File: src/rtl/regfile_scoreboard_pkg.sv
// rtl/regfile_scoreboard_pkg.sv - shared defaults, counter width and address-width helper
package regfile_scoreboard_pkg;

   localparam int XLEN_DEF  = 32;
   localparam int NREGS_DEF = 16;
   localparam int NREAD_DEF = 4;
   localparam int CNT_W     = 2;
   localparam logic [CNT_W-1:0] CNT_MAX = '1;

   function automatic int addr_width(input int n);
      int w;
      w = 0;
      while ((1 << w) < n) w++;
      return w;
   endfunction

endpackage

File: src/rtl/regfile_scoreboard_if.sv
// rtl/regfile_scoreboard_if.sv - writeback/forward/issue/read bundle for the scoreboarded regfile
interface regfile_scoreboard_if
   import regfile_scoreboard_pkg::*;
#(
   parameter int XLEN  = XLEN_DEF,
   parameter int NREGS = NREGS_DEF,
   parameter int NREAD = NREAD_DEF
);
   localparam int AW = addr_width(NREGS);

   logic                  wb_en;
   logic [AW-1:0]         wb_addr;
   logic [XLEN-1:0]       wb_data;
   logic                  exe_en;
   logic [AW-1:0]         exe_addr;
   logic [XLEN-1:0]       exe_data;
   logic                  issue_en;
   logic [AW-1:0]         issue_addr;
   logic [NREAD-1:0]      rd_req;
   logic [NREAD*AW-1:0]   rd_addr;
   logic [NREAD*XLEN-1:0] rd_data;
   logic [NREAD-1:0]      rd_fwd;
   logic [NREAD-1:0]      rd_ready;
   logic                  stall;
   logic [NREGS-1:0]      pending;

   modport master (
      output wb_en, wb_addr, wb_data, exe_en, exe_addr, exe_data,
             issue_en, issue_addr, rd_req, rd_addr,
      input  rd_data, rd_fwd, rd_ready, stall, pending
   );

   modport slave (
      input  wb_en, wb_addr, wb_data, exe_en, exe_addr, exe_data,
             issue_en, issue_addr, rd_req, rd_addr,
      output rd_data, rd_fwd, rd_ready, stall, pending
   );

endinterface

File: src/rtl/regfile_scoreboard_read_port.sv
// rtl/regfile_scoreboard_read_port.sv - one read port: exe > wb > storage bypass mux and readiness
module regfile_read_port #(
   parameter int XLEN = 32,
   parameter int AW   = 4
) (
   input  logic [AW-1:0]   rd_addr_i,
   input  logic            exe_en_i,
   input  logic [AW-1:0]   exe_addr_i,
   input  logic [XLEN-1:0] exe_data_i,
   input  logic            wb_en_i,
   input  logic [AW-1:0]   wb_addr_i,
   input  logic [XLEN-1:0] wb_data_i,
   input  logic [XLEN-1:0] stor_data_i,
   input  logic            pend_i,
   output logic [XLEN-1:0] rd_data_o,
   output logic            rd_fwd_o,
   output logic            rd_ready_o
);
   logic nz;
   logic exe_hit;
   logic wb_hit;

   assign nz      = (rd_addr_i != '0);
   assign exe_hit = nz && exe_en_i && (exe_addr_i == rd_addr_i);
   assign wb_hit  = nz && wb_en_i && (wb_addr_i == rd_addr_i);

   assign rd_data_o  = exe_hit ? exe_data_i : (wb_hit ? wb_data_i : stor_data_i);
   assign rd_fwd_o   = exe_hit || wb_hit;
   assign rd_ready_o = !nz || !pend_i || rd_fwd_o;

endmodule

File: src/rtl/regfile_scoreboard.sv
// rtl/regfile_scoreboard.sv - register file with per-register in-flight counters and bypassed read ports
module regfile_scoreboard
   import regfile_scoreboard_pkg::*;
#(
   parameter int XLEN  = XLEN_DEF,
   parameter int NREGS = NREGS_DEF,
   parameter int NREAD = NREAD_DEF
) (
   input  logic clk,
   input  logic rst_n,
   regfile_scoreboard_if.slave bus
);
   localparam int AW = addr_width(NREGS);

   logic [XLEN-1:0]  regs_q [NREGS];
   logic [CNT_W-1:0] cnt_q  [NREGS];
   logic [CNT_W-1:0] cnt_d  [NREGS];
   logic [NREGS-1:0] pend_vec;

   logic wb_live;
   logic iss_live;
   logic iss_full;

   assign wb_live  = bus.wb_en && (bus.wb_addr != '0);
   assign iss_live = bus.issue_en && (bus.issue_addr != '0);
   assign iss_full = iss_live && (cnt_q[bus.issue_addr] == CNT_MAX);

   always_ff @(posedge clk or negedge rst_n) begin
      if (!rst_n) begin
         for (int i = 0; i < NREGS; i++) regs_q[i] <= '0;
      end else if (wb_live) begin
         regs_q[bus.wb_addr] <= bus.wb_data;
      end
   end

   // Issue and writeback to the same register in one cycle cancel out.
   always_comb begin
      for (int i = 0; i < NREGS; i++) cnt_d[i] = cnt_q[i];
      for (int i = 1; i < NREGS; i++) begin
         if (iss_live && (bus.issue_addr == AW'(i)) &&
             !(wb_live && (bus.wb_addr == AW'(i)))) begin
            if (cnt_q[i] != CNT_MAX) cnt_d[i] = cnt_q[i] + CNT_W'(1);
         end else if (wb_live && (bus.wb_addr == AW'(i)) &&
                      !(iss_live && (bus.issue_addr == AW'(i)))) begin
            if (cnt_q[i] != '0) cnt_d[i] = cnt_q[i] - CNT_W'(1);
         end
      end
   end

   always_ff @(posedge clk or negedge rst_n) begin
      if (!rst_n) begin
         for (int i = 0; i < NREGS; i++) cnt_q[i] <= '0;
      end else begin
         for (int i = 0; i < NREGS; i++) cnt_q[i] <= cnt_d[i];
      end
   end

   always_comb begin
      pend_vec = '0;
      for (int i = 1; i < NREGS; i++) pend_vec[i] = (cnt_q[i] != '0);
   end

   logic [NREAD*XLEN-1:0] rd_data_w;
   logic [NREAD-1:0]      rd_fwd_w;
   logic [NREAD-1:0]      rd_ready_w;

   for (genvar k = 0; k < NREAD; k++) begin : g_port
      logic [AW-1:0]   addr;
      logic [XLEN-1:0] stor;

      assign addr = bus.rd_addr[k*AW +: AW];
      assign stor = (addr == '0) ? '0 : regs_q[addr];

      regfile_read_port #(
         .XLEN(XLEN),
         .AW  (AW)
      ) u_port (
         .rd_addr_i  (addr),
         .exe_en_i   (bus.exe_en),
         .exe_addr_i (bus.exe_addr),
         .exe_data_i (bus.exe_data),
         .wb_en_i    (bus.wb_en),
         .wb_addr_i  (bus.wb_addr),
         .wb_data_i  (bus.wb_data),
         .stor_data_i(stor),
         .pend_i     (pend_vec[addr]),
         .rd_data_o  (rd_data_w[k*XLEN +: XLEN]),
         .rd_fwd_o   (rd_fwd_w[k]),
         .rd_ready_o (rd_ready_w[k])
      );
   end

   assign bus.rd_data  = rd_data_w;
   assign bus.rd_fwd   = rd_fwd_w;
   assign bus.rd_ready = rd_ready_w;
   assign bus.stall    = iss_full || (|(bus.rd_req & ~rd_ready_w));
   assign bus.pending  = pend_vec;

endmodule

File: src/flat_wrapper.sv
// flat-port wrapper written by rule: the top's interface ports become plain ports
module regfile_scoreboard_flat import regfile_scoreboard_pkg::*;
#(
   parameter int XLEN  = XLEN_DEF,
   parameter int NREGS = NREGS_DEF,
   parameter int NREAD = NREAD_DEF
)
  (clk, rst_n, bus_wb_en, bus_wb_addr, bus_wb_data, bus_exe_en, bus_exe_addr, bus_exe_data, bus_issue_en, bus_issue_addr, bus_rd_req, bus_rd_addr, bus_rd_data, bus_rd_fwd, bus_rd_ready, bus_stall, bus_pending);
  regfile_scoreboard_if #(.XLEN(XLEN), .NREGS(NREGS), .NREAD(NREAD)) bus_i ();
  input  logic clk;
  input  logic rst_n;
  input wire logic [$bits(bus_i.wb_en)-1:0] bus_wb_en;
  input wire logic [$bits(bus_i.wb_addr)-1:0] bus_wb_addr;
  input wire logic [$bits(bus_i.wb_data)-1:0] bus_wb_data;
  input wire logic [$bits(bus_i.exe_en)-1:0] bus_exe_en;
  input wire logic [$bits(bus_i.exe_addr)-1:0] bus_exe_addr;
  input wire logic [$bits(bus_i.exe_data)-1:0] bus_exe_data;
  input wire logic [$bits(bus_i.issue_en)-1:0] bus_issue_en;
  input wire logic [$bits(bus_i.issue_addr)-1:0] bus_issue_addr;
  input wire logic [$bits(bus_i.rd_req)-1:0] bus_rd_req;
  input wire logic [$bits(bus_i.rd_addr)-1:0] bus_rd_addr;
  output wire logic [$bits(bus_i.rd_data)-1:0] bus_rd_data;
  output wire logic [$bits(bus_i.rd_fwd)-1:0] bus_rd_fwd;
  output wire logic [$bits(bus_i.rd_ready)-1:0] bus_rd_ready;
  output wire logic [$bits(bus_i.stall)-1:0] bus_stall;
  output wire logic [$bits(bus_i.pending)-1:0] bus_pending;
  assign bus_i.wb_en = bus_wb_en;
  assign bus_i.wb_addr = bus_wb_addr;
  assign bus_i.wb_data = bus_wb_data;
  assign bus_i.exe_en = bus_exe_en;
  assign bus_i.exe_addr = bus_exe_addr;
  assign bus_i.exe_data = bus_exe_data;
  assign bus_i.issue_en = bus_issue_en;
  assign bus_i.issue_addr = bus_issue_addr;
  assign bus_i.rd_req = bus_rd_req;
  assign bus_i.rd_addr = bus_rd_addr;
  assign bus_rd_data = bus_i.rd_data;
  assign bus_rd_fwd = bus_i.rd_fwd;
  assign bus_rd_ready = bus_i.rd_ready;
  assign bus_stall = bus_i.stall;
  assign bus_pending = bus_i.pending;
  regfile_scoreboard #(.XLEN(XLEN), .NREGS(NREGS), .NREAD(NREAD)) u_core (.clk(clk), .rst_n(rst_n), .bus(bus_i));
endmodule
File: config.mk
export PLATFORM = sky130hd
export DESIGN_NAME = regfile_scoreboard_flat
export DESIGN_NICKNAME = d
export VERILOG_FILES = /design/src/rtl/regfile_scoreboard_pkg.sv /design/src/rtl/regfile_scoreboard_if.sv /design/src/rtl/regfile_scoreboard_read_port.sv /design/src/rtl/regfile_scoreboard.sv /design/src/flat_wrapper.sv
export SDC_FILE = /design/constraint.sdc
export NUM_CORES = 2
export LEC_CHECK = 0
export BUFFER_PORTS_ARGS = -buffer_cell sky130_fd_sc_hd__buf_2
export CORE_MARGIN = 2
export CORE_UTILIZATION = 55
export DETAILED_ROUTE_END_ITERATION = 10
export GPL_ROUTABILITY_DRIVEN = 0
export GPL_TIMING_DRIVEN = 0
export PLACE_DENSITY_LB_ADDON = 0.1
export REMOVE_ABC_BUFFERS = 1
export SLEW_MARGIN = 20
export SYNTH_ARGS = -nofsm -noshare
export SYNTH_HDL_FRONTEND = slang
export SYNTH_SLANG_ARGS = --single-unit
File: constraint.sdc
create_clock -name clk -period 3.2 [get_ports clk]
set_input_delay 0.48 -clock clk [delete_from_list [all_inputs] [get_ports clk]]
set_output_delay 0.48 -clock clk [all_outputs]
set_load 0.01 [all_outputs]
# --- After elaboration in Yosys (flattened, before gate mapping) ---
# Index checks and enable logic that the tools add are counted.
word_totals:
  regBits: 542
  elab_cells: 449
  input_bits: 101
op_classes:
  n_lt_le_gt_ge: 11
  n_eq_ne: 69
  reduce_logical: 202
  muxes: 98
  addsub: 30
  bitwise: 8
ops:
  columns: ["cell", "n"]
  rows:
  - ["two-way mux 32 bit", 21]
  - ["binary-select mux 32 bit (select 4 bit)", 4]
  - ["bitwise mux 512 bit", 1]
  - ["demux 32 bit (select 4 bit)", 1]
  - ["two-way mux 2 bit", 62]
  - ["nonzero test 2 bit", 45]
  - ["logical AND 1 bit", 80]
  - ["equality test 4 bit, second input constant", 16]
  - ["!= test 2 bit, second input constant", 30]
  - ["AND reduction 3 bit", 15]
  - ["logical NOT 1 bit", 38]
  - ["equality test 4 x 3 -> 1 bit, second input constant", 8]
  - ["equality test 4 bit", 8]
  - ["adder 2 x 1 -> 2 bit, second input constant", 15]
  - [">= comparator 5 bit, second input constant", 6]
  - ["inverter 4 -> 5 bit", 6]
  - ["subtractor 2 x 1 -> 2 bit, second input constant", 15]
  - ["nonzero test 4 bit", 6]
  - ["< comparator 4 x 5 -> 1 bit, second input constant", 4]
  - ["binary-select mux 1 bit (select 4 bit)", 4]
  - ["equality test 4 x 2 -> 1 bit, second input constant", 4]
  - ["logical NOT 4 bit", 4]
  - ["logical OR 1 bit", 13]
  - ["binary-select mux 2 bit (select 4 bit)", 1]
  - ["other kinds (7)", 11]

# --- Depth between registers and ports, before layout ---
logic_depth:
  ltp_word: 10
  ltp_mapped: 10
  mapped_depth_nobuf: 7

# --- Cells and area by module ---
# Synthesis repeated with hierarchy kept, for this count alone.
hier_totals:
  hier_cells: 3497
  area_unflattened_um2: 40371.2
by_module_without_submodules:
  columns: ["module", "seq_area_each_um2", "area_per_inst_um2", "instances", "cells_each"]
  rows:
  - ["regfile_scoreboard", 12762.2, 36442.5, 1, 2817]
  - ["regfile_read_port", 0.0, 982.2, 4, 170]

# --- Worst setup path after synthesis ---
# Ideal clock, no wire load.
synth_timing:
  path_type: "input port to output port"
  startpoint: "in bus_rd_addr[8]"
  endpoint: "out bus_rd_data[74]"
  arrival_time_ps: 2267
  path_buffers: 4
  stages: 9
  slack_ps: 453
  t_required_ps: 2720
  path_cell_list: "buf_2 > buf_6 > buf_6 > buf_2 > mux4_2 > a22oi_1 > nand2_1 > a22oi_1 > a21oi_1"
synth_via:
  elab_chain_cells: 7
  word_cells_on_any_way: 15
  classes_between: "eq/ne (2); mux (6); bitwise (1); reduce/logical (6)"
synth_rtl:
  columns: ["item", "line_no", "source"]
  rows:
  - ["start: declaration", "flat_wrapper.sv:21", "input wire logic [$bits(bus_i.rd_addr)-1:0] bus_rd_addr;"]
  - ["inverter 4 -> 5 bit (not written as such)", "regfile_scoreboard.sv:72", "assign stor = (addr == '0) ? '0 : regs_q[addr];"]
  - ["binary-select mux 32 bit (select 4 bit)", "regfile_scoreboard.sv:72", null]
  - ["two-way mux 32 bit (not written as such) (2 in a row)", "regfile_scoreboard.sv:72", null]
  - ["two-way mux 32 bit", "regfile_scoreboard.sv:72", null]
  - ["two-way mux 32 bit", "regfile_scoreboard_read_port.sv:27", "assign rd_data_o = exe_hit ? exe_data_i : (wb_hit ? wb_data_i : stor_data_i);"]
  - ["two-way mux 32 bit (*)", "regfile_scoreboard_read_port.sv:27", null]
  - ["end: declaration", "flat_wrapper.sv:22", "output wire logic [$bits(bus_i.rd_data)-1:0] bus_rd_data;"]
# Mark *: on every way between the ends. The rest lies on a longest branch, timed or not. The select of a mux whose other input is x is not followed.

# --- Final worst setup path ---
layout_timing:
  startpoint: "in bus_rd_addr[9]"
  endpoint: "out bus_rd_data[90]"
# The elaborated chain is that of the path after synthesis.

==> flow_metrics.env <==
export IMPL_arrival_ps=2860
export IMPL_dieHeight_microns=275
export IMPL_port_buffers=252
export IMPL_via_per_inst=7.69
export IMPL_num_fill_cells=5158
export IMPL_numCtsBuffers=67
export IMPL_dr_pass1_iters=7
export IMPL_hp_class="input pin to asynchronous set/reset pin"
export IMPL_slew_headroom_pct=17.9
export IMPL_min_period_ps=3340
export IMPL_drv_slew=0
export IMPL_setup_worst_path_end_class="output pin"
export IMPL_path_clk_slew_ps=60
export IMPL_core_area_sq_mm=0.0730
export IMPL_power_total_mw=27.8
export IMPL_ios=254
export IMPL_synth_edf_count=0
export IMPL_hold_slack_ps=312
export IMPL_vias=33000
export IMPL_die_w_microns=275
export IMPL_synth_top_area_cell="dfrtp_1"
export IMPL_fin_cells=4289
export IMPL_crit_chain="buf_16 > xor2_1 > or4_4 > buf_4 > nor2_1 > a21oi_1 > buf_2"
export IMPL_grt_max_degree=101
export IMPL_syn_inst=3177
export IMPL_initial_core_util_pct=55.5
export IMPL_wl_mm=158
export IMPL_fin_tns_setup_ps=-667
export IMPL_clock_latency_ps=630
export IMPL_cp_top_family="XOR/XNOR gates"
export IMPL_grt_pass1_vias=32800
export IMPL_cp_slowest_stage_delay_ps=980
export IMPL_grt_overflow=0
export IMPL_power_leakage_nw=19.5
export IMPL_critPathMaxFanout=14
export IMPL_p_per_area_mw_per_mm2=578
export IMPL_start_kind="input pin"
export IMPL_syn_cell_area_sq_mm=0.0405
export IMPL_status="finished with violations"
export IMPL_synth_area_top_cells="dfrtp_1 (33%), mux4_2 (29%), mux2_2 (13%)"
export IMPL_fin_util_pct=65.9
export IMPL_violations="setup timing"
export IMPL_fin_crit_sh_pct=104
export IMPL_synth_most_common_cell="dfrtp_1"
export IMPL_synth_warnings=0
export IMPL_synthDistinctLibCells=54
export IMPL_critPathKind="input pin to output pin"
export IMPL_dp_cells=4086
export IMPL_fmaxAchievable_mhz=299
export IMPL_crit_buf_inv=3
export IMPL_rows=99
export IMPL_max_slew_worst_pin_slew_ps=1230
export IMPL_grt_antenna_before_repair=7
export IMPL_final_hold_viol_count=0
export IMPL_first_iter_violations=5236
export IMPL_synth_area_per_cell_sq_um=12.8
export IMPL_seq_area_frac_synth_pct=33.5
export IMPL_crit_slowest_cell="xor2_1"
export IMPL_skew_ps=18.6
export IMPL_wl_per_cell_microns=36.9
export IMPL_drc_errors=0
export IMPL_nNetsFinal=3394
export IMPL_clock_sinks=542
export IMPL_cp_required_ps=2720
export IMPL_die_area_sq_mm=0.0759
export IMPL_grt_usage_pct=40.9
export IMPL_ys_top_cells_by_count="dfrtp_1 (542), mux4_2 (518), mux2_2 (482), clkbuf_1 (249), mux2i_1 (195)"
export IMPL_rsz0062_at_grt="true"
export IMPL_drive_gt1_share_pct=49.8
export IMPL_cts_tree="yes"
export IMPL_async_flop_share_pct=100
export IMPL_synth_top_flop_cell="dfrtp_1"
export IMPL_dpl_hpwl_mm=91.5
export IMPL_ir_drop_mv=0.378
export IMPL_setup_slack_ps=-141
export IMPL_synth_seq_cells=542
export IMPL_grt_first_pass_wirelength_mm=224
export IMPL_cts_root_buf="clkbuf_16"
export IMPL_syn_to_final_growth_pct=18.7
export IMPL_r2r_slack_ps=2080
export IMPL_setup_violations=21
export IMPL_htree_levels=3
export IMPL_cap_viol_max_count=0
export IMPL_clock_path_buffers=3
export IMPL_yosysTopAreaCellShare_pct=33.5
export IMPL_ant_nets=0
==> metrics by stage <==
| stage | instance area, sq um | setup slack [ps] |
|---|---|---|
| after floorplan | 38600 | -1270 |
| final | 48100 | -141 |
| after detailed placement | 44000 | -1410 |
| after global routing | 48100 | -172 |
| after CTS | 47500 | 1.92 |
| after global placement | 41100 | -10170 |
==> worst reg2reg max path, delay by kind of cell, from the launching register on <==
kind / cells / cell delay, ps
AOI/OAI and AO/OA: 1 / 140
and+or+nand+nor: 2 / 410
DFF: 1 / 460
==> kinds of logic (layout without fill, tap and decap cells) <==
kind of cell    count (synthesis)  count (layout)  share of synthesized area (%)
simple gates                  407             408                           4.84
xor+xnor                       24              24                          0.519
flops                         542             542                           33.5
mux                          1195            1195                           47.0
other cells                     1               5                        0.00925
fa+ha+maj                      15              15                          0.463
compound gates                567             567                           8.83
buf+inv                       426             574                           4.86
==> layout make-up <==
class / instances / area (sq um) / area share [%]
Inverter: 26 / 123 / 0.255
Multi-Input combinational cell: 2210 / 25400 / 52.9
Timing Repair Buffer: 431 / 5400 / 11.2
Tap cell: 959 / 1200 / 2.49
Antenna cell: 4 / 10.0 / 0.0208
Clock inverter: 21 / 362 / 0.752
Clock buffer: 96 / 2010 / 4.18
Sequential cell: 542 / 13600 / 28.2
==> power by group <==
| part | switching, mW | internal, mW | total (mW) | leakage [nW] |
|---|---|---|---|---|
| Sequential | 1.84 | 8.33 | 10.2 | 6.70 |
| Combinational | 3.92 | 5.35 | 9.27 | 11.6 |
| Clock | 3.18 | 5.16 | 8.34 | 1.17 |
| Total | 8.93 | 18.8 | 27.8 | 19.5 |
==> routing by layer <==
layer | track usage [%] | up-vias | share of wire (%)
met1 | 52.5 | 16900 | 35
met3 | 11.7 | 712 | 12
met5 | 0 | - | 0.050
li1 | - | 12700 | -
met4 | 22.2 | 12 | 6.5
met2 | 63.2 | 2645 | 46
==> what timing repair did <==
item                                    in CTS  in global routing
resized for setup                           35                 44
hold buffers                                 1                  0
hold endpoints to repair                    22                  0
cloned                                      26                  8
endpoints found under the setup margin     132                 60
setup buffers                               21                 27
pin swaps                                    9                 10
==> worst paths after layout <==
check	startpoint	endpoint	cells past startpoint
max	bus_rd_addr[9]	bus_rd_data[90]	7
min	rst_n	u_core.regs_q[356]	2
max reg2reg	u_core.cnt_q[8]	u_core.cnt_q[8]	3
min reg2reg	u_core.regs_q[507]	u_core.regs_q[507]	0
max in group asynchronous	rst_n	u_core.regs_q[103]	4
min in group clk	bus_wb_data[0]	u_core.regs_q[416]	2
==> registers in the layout, indices dropped and copies added, names as in the netlist <==
signal and cells:
u_core.regs_q 512, u_core.cnt_q 30
==> cells in the final DEF (no fill, tap or decap), drive strengths merged, types with 4 or more instances in the layout <==
cell,instances
dfrtp,542
mux4,518
mux2,482
buf,404
mux2i,195
o21ai,190
a21oi,183
nand2,146
clkbuf,104
nor2b,92
a221oi,92
nor2,82
a22oi,80
inv,25
xnor2,22
bufbuf,18
nor3,18
ha,15
nand2b,14
or2,13
clkinv,11
nand4,10
bufinv,10
nand3,8
o31a,8
or3,8
nor3b,7
diode,4
nand3b,4
Power figures use the tool's default switching activity.
